===== config.mk =====
export PLATFORM = sky130hd
export DESIGN_NAME = seg_scan_capture
export DESIGN_NICKNAME = d
export VERILOG_FILES = /design/src/rtl/seg_scan_pkg.sv /design/src/rtl/seg_pattern_decode.sv /design/src/rtl/seg_scan_capture.sv
export SDC_FILE = /design/constraint.sdc
export NUM_CORES = 1
export LEC_CHECK = 0
export CORE_UTILIZATION = 58
export DETAILED_ROUTE_END_ITERATION = 12
export PLACE_DENSITY = 0.87
export SLEW_MARGIN = 20
export SYNTH_ARGS = -nofsm -noshare
export SYNTH_HDL_FRONTEND = slang
export SYNTH_SLANG_ARGS = --single-unit

===== constraint.sdc =====
create_clock -name CLK -period 3.65 [get_ports CLK]
set_input_delay 0.365 -clock CLK [delete_from_list [all_inputs] [get_ports CLK]]
set_output_delay 0.365 -clock CLK [all_outputs]
set_load 0.01 [all_outputs]

===== src/rtl/seg_scan_pkg.sv =====
// Shared constants, code values and FSM state type for the 7-segment read-back block.
// Optional feature macro used by this slice: SEG_SCAN_DP_CAPTURE_EN (decimal-point capture).
package seg_scan_pkg;

  localparam int unsigned IDX_W = 3;
  localparam int unsigned CNT_W = 8;

  // Active-low segment patterns, bit order A..G (A is the MSB).
  localparam logic [6:0] SEG_0        = 7'b0000001;
  localparam logic [6:0] SEG_1        = 7'b1001111;
  localparam logic [6:0] SEG_2        = 7'b0010010;
  localparam logic [6:0] SEG_3        = 7'b0000110;
  localparam logic [6:0] SEG_4        = 7'b1001100;
  localparam logic [6:0] SEG_5        = 7'b0100100;
  localparam logic [6:0] SEG_6        = 7'b0100000;
  localparam logic [6:0] SEG_7        = 7'b0001101;
  localparam logic [6:0] SEG_8        = 7'b0000000;
  localparam logic [6:0] SEG_9        = 7'b0000100;
  localparam logic [6:0] SEG_BLANK    = 7'b1111111;
  localparam logic [6:0] SEG_ERRGLYPH = 7'b0110000;

  localparam logic [3:0] CODE_BLANK = 4'hF;
  localparam logic [3:0] CODE_ERR   = 4'hE;

  typedef enum logic [1:0] {
    IDLE,
    SETTLE,
    CAPTURED
  } state_t;

endpackage


===== src/rtl/seg_pattern_decode.sv =====
// Combinational inverse of the BCD-to-7-segment table: pattern -> 4-bit code plus unknown flag.
module seg_pattern_decode
  import seg_scan_pkg::*;
(
  input  logic [6:0] i_seg,
  output logic [3:0] o_code_c,
  output logic       o_unknown_c
);

  // Table lookup; anything not produced by the driver maps to the error code and is flagged.
  always_comb begin
    o_code_c    = CODE_ERR;
    o_unknown_c = 1'b0;
    case (i_seg)
      SEG_0:        o_code_c = 4'h0;
      SEG_1:        o_code_c = 4'h1;
      SEG_2:        o_code_c = 4'h2;
      SEG_3:        o_code_c = 4'h3;
      SEG_4:        o_code_c = 4'h4;
      SEG_5:        o_code_c = 4'h5;
      SEG_6:        o_code_c = 4'h6;
      SEG_7:        o_code_c = 4'h7;
      SEG_8:        o_code_c = 4'h8;
      SEG_9:        o_code_c = 4'h9;
      SEG_BLANK:    o_code_c = CODE_BLANK;
      SEG_ERRGLYPH: o_code_c = CODE_ERR;
      default:      o_unknown_c = 1'b1;
    endcase
  end

endmodule


===== src/rtl/seg_scan_capture.sv =====
// Read-back of a multiplexed active-low 7-segment bus: synchronise, debounce, decode, store per digit.
// Optional feature macro: SEG_SCAN_DP_CAPTURE_EN adds the DP output (captured decimal points).
module seg_scan_capture
  import seg_scan_pkg::*;
#(
  parameter int unsigned N_DIGITS      = 4,
  parameter int unsigned STABLE_CYCLES = 4
) (
  input  logic                    CLK,
  input  logic                    RST,
  input  logic [7:0]              LED,
  input  logic [N_DIGITS-1:0]     AN,
  input  logic                    CLR,
  output logic [4*N_DIGITS-1:0]   DIGITS,
  output logic [N_DIGITS-1:0]     DIG_VALID,
  output logic                    UPD,
  output logic [IDX_W-1:0]        UPD_IDX,
  output logic                    FRAME,
`ifdef SEG_SCAN_DP_CAPTURE_EN
  output logic [N_DIGITS-1:0]     DP,
`endif
  output logic                    ERR
);

  localparam int unsigned S_W = N_DIGITS + 8;
  // Capture fires on the edge where the equal-sample count reaches STABLE_CYCLES-1.
  localparam logic [CNT_W-1:0] CNT_LAST = CNT_W'(STABLE_CYCLES - 2);

  logic [7:0]            r_led_m;
  logic [7:0]            r_led_s;
  logic [N_DIGITS-1:0]   r_an_m;
  logic [N_DIGITS-1:0]   r_an_s;
  logic [S_W-1:0]        r_s_prev;
  state_t                r_state;
  logic [CNT_W-1:0]      r_cnt;
  logic [4*N_DIGITS-1:0] r_digits;
  logic [N_DIGITS-1:0]   r_valid;
  logic [N_DIGITS-1:0]   r_mask;
  logic                  r_upd;
  logic [IDX_W-1:0]      r_upd_idx;
  logic                  r_frame;
  logic                  r_err;

  logic [S_W-1:0]        w_s;
  logic                  w_same;
  logic [N_DIGITS-1:0]   w_sel;
  logic                  w_onehot;
  logic [3:0]            w_code;
  logic                  w_unknown;
  logic [IDX_W-1:0]      w_idx;
  logic                  w_cap;
  logic [N_DIGITS-1:0]   w_cap_mask;

  // Two-flop synchronisers; reset to all-ones so the bus looks like a dark display.
  always_ff @(posedge CLK or posedge RST) begin
    if (RST) begin
      r_led_m <= '1;
      r_led_s <= '1;
      r_an_m  <= '1;
      r_an_s  <= '1;
    end else begin
      r_led_m <= LED;
      r_led_s <= r_led_m;
      r_an_m  <= AN;
      r_an_s  <= r_an_m;
    end
  end

  assign w_s      = {r_an_s, r_led_s};
  assign w_same   = (w_s == r_s_prev);
  assign w_sel    = ~r_an_s;
  assign w_onehot = (w_sel != '0) && ((w_sel & (w_sel - N_DIGITS'(1))) == '0);

  seg_pattern_decode u_decode (
    .i_seg       (r_led_s[7:1]),
    .o_code_c    (w_code),
    .o_unknown_c (w_unknown)
  );

  // Binary index of the selected digit (only meaningful when w_onehot).
  always_comb begin
    w_idx = '0;
    for (int unsigned i = 0; i < N_DIGITS; i++) begin
      if (w_sel[i]) w_idx = IDX_W'(i);
    end
  end

  assign w_cap      = (r_state == SETTLE) && w_onehot && w_same && (r_cnt == CNT_LAST);
  assign w_cap_mask = w_cap ? w_sel : '0;

  // Debounce FSM: count consecutive identical samples while exactly one anode is active.
  always_ff @(posedge CLK or posedge RST) begin
    if (RST) begin
      r_state  <= IDLE;
      r_cnt    <= '0;
      r_s_prev <= '1;
    end else begin
      r_s_prev <= w_s;
      case (r_state)
        IDLE: begin
          r_cnt <= '0;
          if (w_onehot) r_state <= SETTLE;
        end
        SETTLE: begin
          if (!w_onehot) begin
            r_state <= IDLE;
            r_cnt   <= '0;
          end else if (!w_same) begin
            r_cnt <= '0;
          end else if (r_cnt == CNT_LAST) begin
            r_state <= CAPTURED;
            r_cnt   <= '0;
          end else begin
            r_cnt <= r_cnt + CNT_W'(1);
          end
        end
        CAPTURED: begin
          if (!w_same) begin
            r_cnt   <= '0;
            r_state <= w_onehot ? SETTLE : IDLE;
          end
        end
        default: begin
          r_state <= IDLE;
          r_cnt   <= '0;
        end
      endcase
    end
  end

  // Capture storage, update strobe, frame tracking and sticky error.
  always_ff @(posedge CLK or posedge RST) begin
    if (RST) begin
      r_digits  <= '0;
      r_valid   <= '0;
      r_mask    <= '0;
      r_upd     <= 1'b0;
      r_upd_idx <= '0;
      r_frame   <= 1'b0;
      r_err     <= 1'b0;
    end else begin
      r_upd <= w_cap;
      if (w_cap) r_upd_idx <= w_idx;
      for (int unsigned i = 0; i < N_DIGITS; i++) begin
        if (w_cap_mask[i]) begin
          r_digits[4*i +: 4] <= w_code;
          r_valid[i]         <= 1'b1;
        end
      end
      // A full mask emits FRAME next cycle and restarts, keeping any coincident capture.
      r_frame <= &r_mask;
      r_mask  <= (&r_mask) ? w_cap_mask : (r_mask | w_cap_mask);
      if (w_cap && w_unknown) r_err <= 1'b1;
      else if (CLR)           r_err <= 1'b0;
    end
  end

`ifdef SEG_SCAN_DP_CAPTURE_EN
  logic [N_DIGITS-1:0] r_dp;

  // Decimal point per digit, stored as lit = 1.
  always_ff @(posedge CLK or posedge RST) begin
    if (RST) begin
      r_dp <= '0;
    end else begin
      for (int unsigned i = 0; i < N_DIGITS; i++) begin
        if (w_cap_mask[i]) r_dp[i] <= ~r_led_s[0];
      end
    end
  end

  assign DP = r_dp;
`endif

  assign DIGITS    = r_digits;
  assign DIG_VALID = r_valid;
  assign UPD       = r_upd;
  assign UPD_IDX   = r_upd_idx;
  assign FRAME     = r_frame;
  assign ERR       = r_err;

endmodule


# Word level (Yosys, flattened, before mapping)
# Index checks and enable logic that the tools add are counted.
# word_totals
input_bits,15
mem_bits_ro,0
register_bits,76
mem_count,0
latch_bits,0
ram_bits,0
# classes
n_reduce_logical,13
n_addsub,2
mux,21
n_shift,0
div_mod_pow,0
n_bitwise,3
eq_ne,19
magnitude_cmp,0
mul,0
# op_table
cell,n
$pmux 4 s11,1
$mux 8,4
$eq 7x6->1 const B,3
$eq 7x7->1 const B,3
$pmux 8 s2,1
$eq 7x3->1 const B,2
$eq 12x12->1,1
$reduce_or 12->1,1
$mux 2,5
$add 8x1->8 const B,1
$eq 8x2->1 const B,1
$mux 4,2
$reduce_and 4->1,2
$eq 7x1->1 const B,1
$eq 7x4->1 const B,1
$eq 7x5->1 const B,1
$logic_not 7->1,1
$mux 3,2
$pmux 2 s3,1
$logic_and 1x1->1,5
$mux 1,5
$and 4x4->4,1
$logic_not 4->1,1
$ne 2x2->1 const B,2
10 further kinds,10

# Logic depth before layout (Yosys ltp)
# Gate-level depths: netlist of the first run.
# logic_depth
depth_word,11
mapped_depth,7
ltp_nobuf,7

# Modules after synthesis
# A second synthesis of the first run with hierarchy kept.
# hier_totals
cells_unflattened,238
area_unflattened_um2,3168.0
# by_module_without_submodules
module,cells_per_inst,area_per_inst_um2,instances
seg_scan_capture,193,2860.2,1
seg_pattern_decode,45,307.8,1

# Worst setup path before layout of the first run
# No wires, ideal clock.
# synth_timing
path_kind,reg-to-reg
start,register r_led_s[2]
end,register r_digits[15] (netlist: DIGITS[15])
required_time_ns,3.522
setup_ns,0.128
path_buffers,2
t_arrival_ns,2.256
setup_slack_ns,1.266
stages_incl_launch_ff,8
path_cell_list,dfstp_2 buf_2 xnor2_1 nand4_1 or3_4 or4_1 buf_2 mux2_1
# synth_via
elab_chain_len,4
# synth_rtl
item,line_no,rtl
start: declaration,seg_scan_capture.sv:30,logic [7:0] r_led_s;
start signal: assignment,seg_scan_capture.sv:63,r_led_s <= r_led_m;
$eq 12x12->1,seg_scan_capture.sv:70,assign w_same = (w_s == r_s_prev);
$logic_and 1x1->1 (2 in a row),seg_scan_capture.sv:88,assign w_cap = (r_state == SETTLE) && w_onehot && w_same && (r_cnt == CNT_LAST);
$mux 4,seg_scan_capture.sv:89,assign w_cap_mask = w_cap ? w_sel : '0;
end signal: indexed assignment,seg_scan_capture.sv:146,r_digits[4*i +: 4] <= w_code;
end: declaration,seg_scan_capture.sv:36,logic [4*N_DIGITS-1:0] r_digits;
# Parallel ways exist; a longest one is shown, timed or not.
# A chain may end at the register's enable or synchronous reset.

# Final worst setup path of the first run
# layout_timing
start,register r_led_s[5]
end,register r_digits[3] (netlist: DIGITS[3])
# Same word-level chain as after synthesis.

==> reports/metrics.yaml, run 1 <==
status: "completed"
dpl_cell_area_um2: 3548
critical_path_arrival_ps: 2910
period_share: 0.7368
cap_violations: 0
max-vdd-ir-drop_mv: 0.3272
first_pass_iters: 4
fp.coreArea_um2: 5140
utilization: 0.7261
clk_latency_ps: 340
ioPinCount: 41
clk_path_buf_depth: 2
rr_startpoint: "r_led_s[5]"
fp-row-count: 26
drt-initial-drc-count: 123
use_met2: 0.3522
ant_nets: 0
crit_type: "reg -> reg"
gp_congestion: 0.8884
vias: 1964
hold_violations: 0
cp_slowest_cell: "or4_1"
cts.repair.resized: 0
met1_usage: 0.2757
path_buf_inv: 0
setup_tns_ps: 0
critPathTopFamily: "simple AND/OR/NAND/NOR gates"
drc: 0
postCtsHoldBufs: 0
wl_per_cell_um: 15.08
holdPathEnd: "r_led_s[3]"
viasPerCell: 5.548
setup_viol: 0
area.growth.synth_to_final_pct: 19.56
reg2reg_depth: 5
place_hpwl_um: 3858
syn_area_um2: 3122
initial_core_util: 0.6074
cts_setup_buffers: 0
leakage_uw: 0.001627
max_stage_delay_ps: 710
grt_max_degree: 39
maxSlewViolCount: 0
r2r-end: "DIGITS[3]"
timing.fmax_mhz: 371.9
end_kind: "flop"
cts_tree: "yes"
slew_headroom: 0.5151
cts_buffers: 9
seq_area_frac_synth: 0.6156
totalWireLength_um: 5338
finalNetCount: 296
grt_pass1_vias: 1867
worst_pin_slew_ps: 726.3
numClockSinks: 75
hold_path_class: "reg -> reg"
antenna_found_initial: 0
clock-root-buffer: "clkbuf_8"
holdPathStages: 0
synthArstFlopShare: 1.000
dieArea_um2: 5680
hold_start: "r_led_m[3]"
ys_warn_count: 0
cp-start-kind: "flop"
ys_seq_elements: 75
p_per_area_nw_per_um2: 417.7
dp.cells: 338
syn_area_per_cell_um2: 13.06
rrSetupSlack_ps: 960
die_w_um: 75.37
syn_nets: 256
worst-path-max-fanout: 14
synth_edf_count: 0
period_minus_slack_ps: 2689
cp_cell_sequence: "xnor2_1 -> nand4_1 -> or3_4 -> or4_1 -> mux2_1"
die_h_um: 75.37
use_met3: 0.05952
drive_gt1_frac: 0.2817
skew_ps: 8.307
grt_first_pass_wirelength_um: 8797
yosys_most_used_dff: "dfrtp_1"
htreeDepth: 3
crit_required_ps: 3870
postLayoutCellArea_um2: 3732
antennaDiodeCount: 0
synthCells: 239
whs_ps: 356.1
rsz0062_at_grt: "no"
top_usage_layer: "met2"
grtUsageTotal: 0.2153
synth_cell_types: 50
instances_no_fill: 354
clk_pin_slew_ps: 70
overflow: 0
portBuffers: 39
==> registers in the layout (all words and copies together), names as in the netlist <==
register / flops
r_led_m: 8
r_an_m: 4
UPD_IDX: 2
r_state: 2
r_an_s: 4
ERR: 1
r_s_prev: 12
DIGITS: 16
DIG_VALID: 4
r_led_s: 8
FRAME: 1
r_mask: 4
r_cnt: 8
UPD: 1
==> per-layer routing <==
| layer | vias to the layer above | share of wire |
|---|---|---|
| met2 | 56 | 0.50 |
| li1 | 925 | - |
| met1 | 977 | 0.44 |
| met3 | 6 | 0.044 |
| met4 | 0 | 0.015 |
| met5 | - | 0 |
==> power by group <==
group | leakage (uW) | switching, uW | internal (uW)
registers | 0.000923 | 24.0 | 869
logic | 0.000611 | 37.0 | 35.2
clock network | 0.0000935 | 284 | 310
==> layout make-up <==
type                            instances  area [um^2]
Sequential cell                        75         1922
Clock buffer                           10        127.6
Inverter                                8        30.03
Multi-Input combinational cell        143         1096
Timing Repair Buffer                   42        412.9
Tap cell                               70        87.58
Fill cell                             369         1408
Clock inverter                          6        56.30
==> worst max-delay path by stage <==
stage               start    endpoint  depth (start not counted)
2_1_floorplan  r_led_s[2]  DIGITS[15]                          7
3_3_place_gp   r_led_s[6]   DIGITS[3]                          5
3_5_place_dp   r_led_s[5]   DIGITS[3]                          5
4_1_cts        r_led_s[5]   DIGITS[3]                          5
5_1_grt        r_led_s[5]   DIGITS[3]                          5
6_report       r_led_s[5]   DIGITS[3]                          5
==> cells in the final DEF, fill, tap and decap left out, types with 9 or more instances in the layout <==
master	count
clkdlybuf4s50_1	39
xnor2_1	12
mux2_2	10
nand2_1	11
dfrtp_1	39
clkbuf_8	9
dfstp_2	36
o21ai_0	10
==> kinds of logic (layout without fill, tap and decap cells) <==
group	Yosys count	count (layout)	synth area share
multiplexers	18	18	0.07215
AO/OA/AOI/OAI	35	35	0.07776
flip-flops	75	75	0.6156
XOR/XNOR	14	14	0.04169
buffers and inverters	21	66	0.03327
other	1	1	0.001201
adder cells (fa/ha/maj)	2	2	0.008015
AND/OR/NAND/NOR	73	73	0.1503
==> stage by stage <==
| step | power [uW] | worst slack, ps |
|---|---|---|
| 3_3_place_gp | 977.1 | 1093 |
| 5_1_grt | 1615 | 871.6 |
| 2_1_floorplan | 951.9 | 1266 |
| 3_5_place_dp | 981.0 | 973.9 |
| 4_1_cts | 1572 | 952.2 |
| 6_report | 1559 | 960.8 |
==> synth_stat cells, types with 2 or more instances <==
master    count  area share
dfrtp_1      39        0.31
dfstp_2      36        0.30
xnor2_1      12       0.034
nand2_1      11       0.013
mux2_2       10       0.036
o21ai_0      10       0.016
inv_1         8      0.0096
nand3_1       7       0.011
nor2_1        7      0.0084
or3_1         7       0.014
a211oi_1      6       0.014
mux2_4        6       0.029
nand2b_1      6       0.012
nor3_1        6      0.0096
buf_2         5      0.0080
clkbuf_1      5      0.0060
and3_1        4      0.0080
nand4_1       4      0.0080
or2_2         4      0.0080
a21o_1        3      0.0072
nor4_4        3       0.020
a21boi_0      2      0.0048
a21oi_1       2      0.0032
a22o_1        2      0.0056
and4_1        2      0.0056
buf_6         2      0.0072
ha_1          2      0.0080
mux2_1        2      0.0072
nand4b_1      2      0.0056
nor3b_1       2      0.0048
nor4b_1       2      0.0056
or4_1         2      0.0048
(Power assumes the default switching activity.)
==> run 2, diff against run 1 <==
- CORE_UTILIZATION: 58 -> 49
- PLACE_DENSITY: 0.87 -> 0.79
- clock period: 3.65 -> 2.4 ns (I/O delays scaled with it)
==> reports/metrics.yaml, run 2 (same netlist as run 1, synthesis figures left out) <==
slew_headroom: 0.6241  # was 0.5151
clock-root-buffer: "clkbuf_8"  # unchanged
fp.coreArea_um2: 6026  # was 5140 um^2
skew_ps: 6.826  # was 8.307 ps
vias: 2075  # was 1964
cp_slowest_cell: "dfstp_2"  # was or4_1
reg2reg_depth: 8  # was 5
period_minus_slack_ps: 2291  # was 2689 ps
period_share: 0.9547  # was 0.7368
fp-row-count: 28  # was 26
maxSlewViolCount: 0  # unchanged
ioPinCount: 41  # unchanged
dpl_cell_area_um2: 3695  # was 3548 um^2
viasPerCell: 5.519  # was 5.548
grt_first_pass_wirelength_um: 9528  # was 8797 um
pre_cts_slack_ps: 18.76  # was 973.9 ps
gp_congestion: 0.7341  # was 0.8884
layout_common_cells: "39 x dfrtp_1, 39 x clkdlybuf4s50_1, 36 x dfstp_2"  # unchanged
end_kind: "flop"  # unchanged
dp.cells: 360  # was 338
rr_startpoint: "r_an_s[1]"  # was r_led_s[5]
drive_gt1_frac: 0.3422  # was 0.2817
whs_ps: 288.9  # was 356.1 ps
grt_pass1_vias: 2031  # was 1867
ant_nets: 0  # unchanged
instances_no_fill: 376  # was 354
largest_reg_flops: 16  # unchanged
hold_violations: 0  # unchanged
cts_buffers: 9  # unchanged
die_h_um: 81.82  # was 75.37 um
status: "completed"  # unchanged
postLayoutCellArea_um2: 3938  # was 3732 um^2
crit_top_cell: "buf_4"
worst_pin_slew_ps: 558.0  # was 726.3 ps
cts.repair.resized: 0  # unchanged
p_sw_frac: 0.2219  # was 0.2212
comb_power_share: 0.060  # was 0.046
wl_per_cell_um: 14.84  # was 15.08 um
initial_core_util: 0.5181  # was 0.6074
cp-start-kind: "flop"  # unchanged
cp_cell_sequence: "buf_4 -> xor2_1 -> and3_1 -> o21bai_2 -> buf_4 -> nor4_4 -> buf_4 -> mux2_2"  # was xnor2_1 -> nand4_1 -> or3_4 -> or4_1 -> mux2_1
numClockSinks: 75  # unchanged
clk_path_buf_depth: 2  # unchanged
drc: 0  # unchanged
internal_power_uw: 1961  # was 1214 uW
clk_latency_ps: 350  # was 340 ps
power_uw: 2520  # was 1559 uW
first_pass_iters: 7  # was 4
crit_type: "reg -> reg"  # unchanged
clk_pin_slew_ps: 80  # was 70 ps
final.setup.worst_slack_ps: 108.7  # was 960.8 ps
grtUsageTotal: 0.1965  # was 0.2153
htreeDepth: 3  # unchanged
leakage_uw: 0.001733  # was 0.001627 uW
crit_path_start: "r_an_s[1]"  # was r_led_s[5]
switching_power_uw: 559.2  # was 344.9 uW
max-vdd-ir-drop_mv: 0.4761  # was 0.3272 mV
critical_path_arrival_ps: 2530  # was 2910 ps
r2r-end: "DIGITS[6]"  # was DIGITS[3]
cts_tree: "yes"  # unchanged
p_per_area_nw_per_um2: 639.9  # was 417.7 nW/um^2
overflow: 0  # unchanged
timing.fmax_mhz: 436.4  # was 371.9 MHz
sequentialPowerShare: 0.531  # was 0.573
clkPwrFrac: 0.409  # was 0.381
antennaDiodeCount: 0  # unchanged
dieArea_um2: 6694  # was 5680 um^2
finalNetCount: 313  # was 296
cts_setup_buffers: 0  # unchanged
max_stage_delay_ps: 550  # was 710 ps
setup_viol: 0  # unchanged
die_w_um: 81.82  # was 75.37 um
worst-path-max-fanout: 7  # was 14
antenna_found_initial: 0  # unchanged
area.growth.synth_to_final_pct: 26.13  # was 19.56%
portBuffers: 39  # unchanged
grt_max_degree: 76  # was 39
postCtsHoldBufs: 0  # unchanged
rrSetupSlack_ps: 110  # was 960 ps
hold_path_class: "in -> async"  # was reg -> reg
cap_violations: 0  # unchanged
crit_required_ps: 2640  # was 3870 ps
place_hpwl_um: 3915  # was 3858 um
drt-initial-drc-count: 87  # was 123
totalWireLength_um: 5578  # was 5338 um
## run 2: cell count changes in the layout (fill, tap and decap cells not counted), moves of 2 or more
cell / previous run / this run
buf_4: 3 / 17
buf_6: 0 / 2
clkinv_2: 3 / 1
or4_1: 2 / 0
or4_4: 0 / 2
## run 2: metrics by stage
stage / setup TNS (ps) / utilization
after floorplan: 0 / -
after global placement: 0 / 0.6132
after detailed placement: 0 / 0.6132
after CTS: 0 / 0.6497
after global routing: -32.08 / 0.6534
final: 0 / 0.6534
## run 2: metal layers
metal | GRT usage | wire (um) | up-vias
met5 | 0 | 0 | -
met3 | 0.06111 | 285 | 10
met2 | 0.3198 | 2803 | 65
li1 | - | - | 965
met4 | 0.09825 | 93 | 0
met1 | 0.2350 | 2396 | 1035
## run 2: final cells by class
type / instances / area [um^2]
clock buffers: 11 / 162.7
clock inverters: 5 / 57.56
fillers: 462 / 2088
inverters: 8 / 30.03
multi-input cells: 143 / 1111
flip-flops and latches: 75 / 1922
well taps: 75 / 93.84
repair buffers: 59 / 560.5
## run 2: how the worst max path moves through the flow
stage	to	cells past startpoint	slack [ps]
after global routing	DIGITS[6]	8	-20
after global placement	DIGITS[3]	5	70
after CTS	DIGITS[3]	5	6
final	DIGITS[6]	8	110
after detailed placement	DIGITS[3]	5	20
after floorplan	DIGITS[15]	7	20
## run 2: power by group through the flow
stage                     clock network [uW]  logic [uW]  registers [uW]
after floorplan                            0        90.4            1360
after global placement                     0         144            1360
after detailed placement                   0         150            1360
after CTS                               1060         151            1340
after global routing                    1110         168            1340
final                                   1030         151            1340
## run 2: worst max-delay path: cells and delay by family, from the launching register on
family	cells	cell delay, ps
DFF	1	550
buffers and inverters	3	520
and+or+nand+nor	2	480
muxes	1	330
xor gates and xnor gates	1	170
AOI/OAI and AO/OA	1	120
==> run 3, diff against run 2 <==
- CORE_UTILIZATION: 49 -> 58
- PLACE_DENSITY: 0.79 -> 0.87
- clock period: 2.4 -> 2.7 ns (I/O delays scaled with it)
==> reports/metrics.yaml, run 3 (same netlist as run 1, synthesis figures left out) <==
vias: 1968  # was 2075
p_sw_frac: 0.2220  # was 0.2219
utilization: 0.7337  # was 0.6534
p_per_area_nw_per_um2: 547.4  # was 639.9 nW/um^2
initial_core_util: 0.6074  # was 0.5181
ant_nets: 0  # unchanged
postCtsHoldBufs: 0  # unchanged
slew_headroom: 0.6477  # was 0.6241
clock-root-buffer: "clkbuf_8"  # unchanged
rsz0062_at_grt: "no"
maxSlewViolCount: 0  # unchanged
cts_buffers: 9  # unchanged
wl_met2_um: 2597  # was 2803 um
totalWireLength_um: 5215  # was 5578 um
pre_cts_slack_ps: 192.9  # was 18.76 ps
status: "completed"  # unchanged
comb_power_share: 0.050  # was 0.060
numClockSinks: 75  # unchanged
setup_tns_ps: 0  # unchanged
cp_cell_sequence: "xnor2_1 -> nand4_1 -> or3_4 -> or4_1 -> mux2_1"  # was buf_4 -> xor2_1 -> and3_1 -> o21bai_2 -> buf_4 -> nor4_4 -> buf_4 -> mux2_2
die_w_um: 75.37  # was 81.82 um
drt-initial-drc-count: 135  # was 87
htreeDepth: 3  # unchanged
cp-start-kind: "flop"  # unchanged
timing.fmax_mhz: 395.9  # was 436.4 MHz
top_layer_used: "met4"  # unchanged
crit_required_ps: 2920  # was 2640 ps
switching_power_uw: 458.2  # was 559.2 uW
leakage_uw: 0.001645  # was 0.001733 uW
skew_ps: 6.847  # was 6.826 ps
wl_met1_um: 2318  # was 2396 um
instances_no_fill: 358  # was 376
overflow: 0  # unchanged
cp_slowest_cell: "or4_1"  # was dfstp_2
cts.repair.resized: 0  # unchanged
largest_reg_flops: 16  # unchanged
die_h_um: 75.37  # was 81.82 um
worst_pin_slew_ps: 524.6  # was 558.0 ps
clk_latency_ps: 340  # was 350 ps
cts_setup_buffers: 0  # unchanged
cts_tree: "yes"  # unchanged
first_pass_iters: 4  # was 7
fp-row-count: 26  # was 28
worst-path-max-fanout: 13  # was 7
grtUsageTotal: 0.2149  # was 0.1965
viasPerCell: 5.497  # was 5.519
antenna_found_initial: 0  # unchanged
cap_violations: 0  # unchanged
hold_path_class: "in -> async"  # unchanged
wl_per_cell_um: 14.57  # was 14.84 um
hold_violations: 0  # unchanged
layout_common_cells: "39 x dfrtp_1, 39 x clkdlybuf4s50_1, 36 x dfstp_2"  # unchanged
dieArea_um2: 5680  # was 6694 um^2
antennaDiodeCount: 0  # unchanged
sequentialPowerShare: 0.584  # was 0.531
setup_viol: 0  # unchanged
max_stage_delay_ps: 690  # was 550 ps
ioPinCount: 41  # unchanged
end_kind: "flop"  # unchanged
clk_pin_slew_ps: 70  # was 80 ps
grt_pass1_vias: 1865  # was 2031
fp.coreArea_um2: 5140  # was 6026 um^2
drive_gt1_frac: 0.2951  # was 0.3422
drc: 0  # unchanged
critical_path_arrival_ps: 2750  # was 2530 ps
grt_max_degree: 76  # unchanged
final.setup.worst_slack_ps: 174.1  # was 108.7 ps
clk_path_buf_depth: 2  # unchanged
gp_congestion: 0.8601  # was 0.7341
area.growth.synth_to_final_pct: 20.80  # was 26.13%
finalNetCount: 300  # was 313
crit_type: "reg -> reg"  # unchanged
internal_power_uw: 1606  # was 1961 uW
place_hpwl_um: 3694  # was 3915 um
portBuffers: 39  # unchanged
period_minus_slack_ps: 2526  # was 2291 ps
rrSetupSlack_ps: 170  # was 110 ps
period_share: 0.9355  # was 0.9547
max-vdd-ir-drop_mv: 0.5204  # was 0.4761 mV
clkPwrFrac: 0.366  # was 0.409
dp.cells: 342  # was 360
dr_wl_met3_um: 193  # was 285 um
grt_first_pass_wirelength_um: 8756  # was 9528 um
==> run 3: changes by cell type in the layout (fill, tap and decap cells not counted), moves of 2 or more <==
cell | before | now
buf_4 | 17 | 6
or4_1 | 0 | 2
or4_4 | 2 | 0
buf_6 | 2 | 0
==> run 3: final timing paths <==
check,from,endpoint,cells after the start
worst max-delay path,r_led_s[6],DIGITS[3],5
worst min-delay path,RST,r_state[0],3
worst max register to register,r_led_s[6],DIGITS[3],5
worst min register to register,r_led_m[4],r_led_s[4],0
max in group asynchronous,RST,r_s_prev[5],3
min in group CLK,LED[0],r_led_m[0],1
==> run 3: worst max-delay path: cells and delay by family (launching register included) <==
family / cells / cell delay, ps
and+or+nand+nor: 3 / 1260
muxes: 1 / 370
DFF: 1 / 640
xor gates and xnor gates: 1 / 150
==> run 3: through the flow <==
stage / hold WS [ps] / instance area (um^2) / total power, uW
2_1_floorplan: 274.5 / 3122 / 1287
4_1_cts: 316.9 / 3771 / 2094
3_5_place_dp: 347.2 / 3591 / 1329
6_report: 336.1 / 3771 / 2064
3_3_place_gp: 345.2 / 3591 / 1324
5_1_grt: 320.4 / 3771 / 2143
==> run 3: power by group through the flow <==
| stage | Clock (uW) | Combinational (uW) | Sequential (uW) |
|---|---|---|---|
| 6_report | 756 | 103 | 1200 |
| 3_5_place_dp | 0 | 105 | 1220 |
| 5_1_grt | 818 | 116 | 1210 |
| 3_3_place_gp | 0 | 102 | 1220 |
| 4_1_cts | 784 | 105 | 1200 |
| 2_1_floorplan | 0 | 80.3 | 1210 |
==> run 3: final cells by class <==
class	count	area (um^2)
multi-input cells	143	1096
fillers	345	1369
clock inverters	4	25.02
inverters	8	30.03
repair buffers	46	455.4
well taps	70	87.58
clock buffers	12	155.1
flip-flops and latches	75	1922
==> run 3: per-layer routing <==
metal | global-route usage | vias up
met5 | 0 | -
li1 | - | 935
met1 | 0.2840 | 964
met3 | 0.04894 | 10
met2 | 0.3423 | 59
met4 | 0.09877 | 0
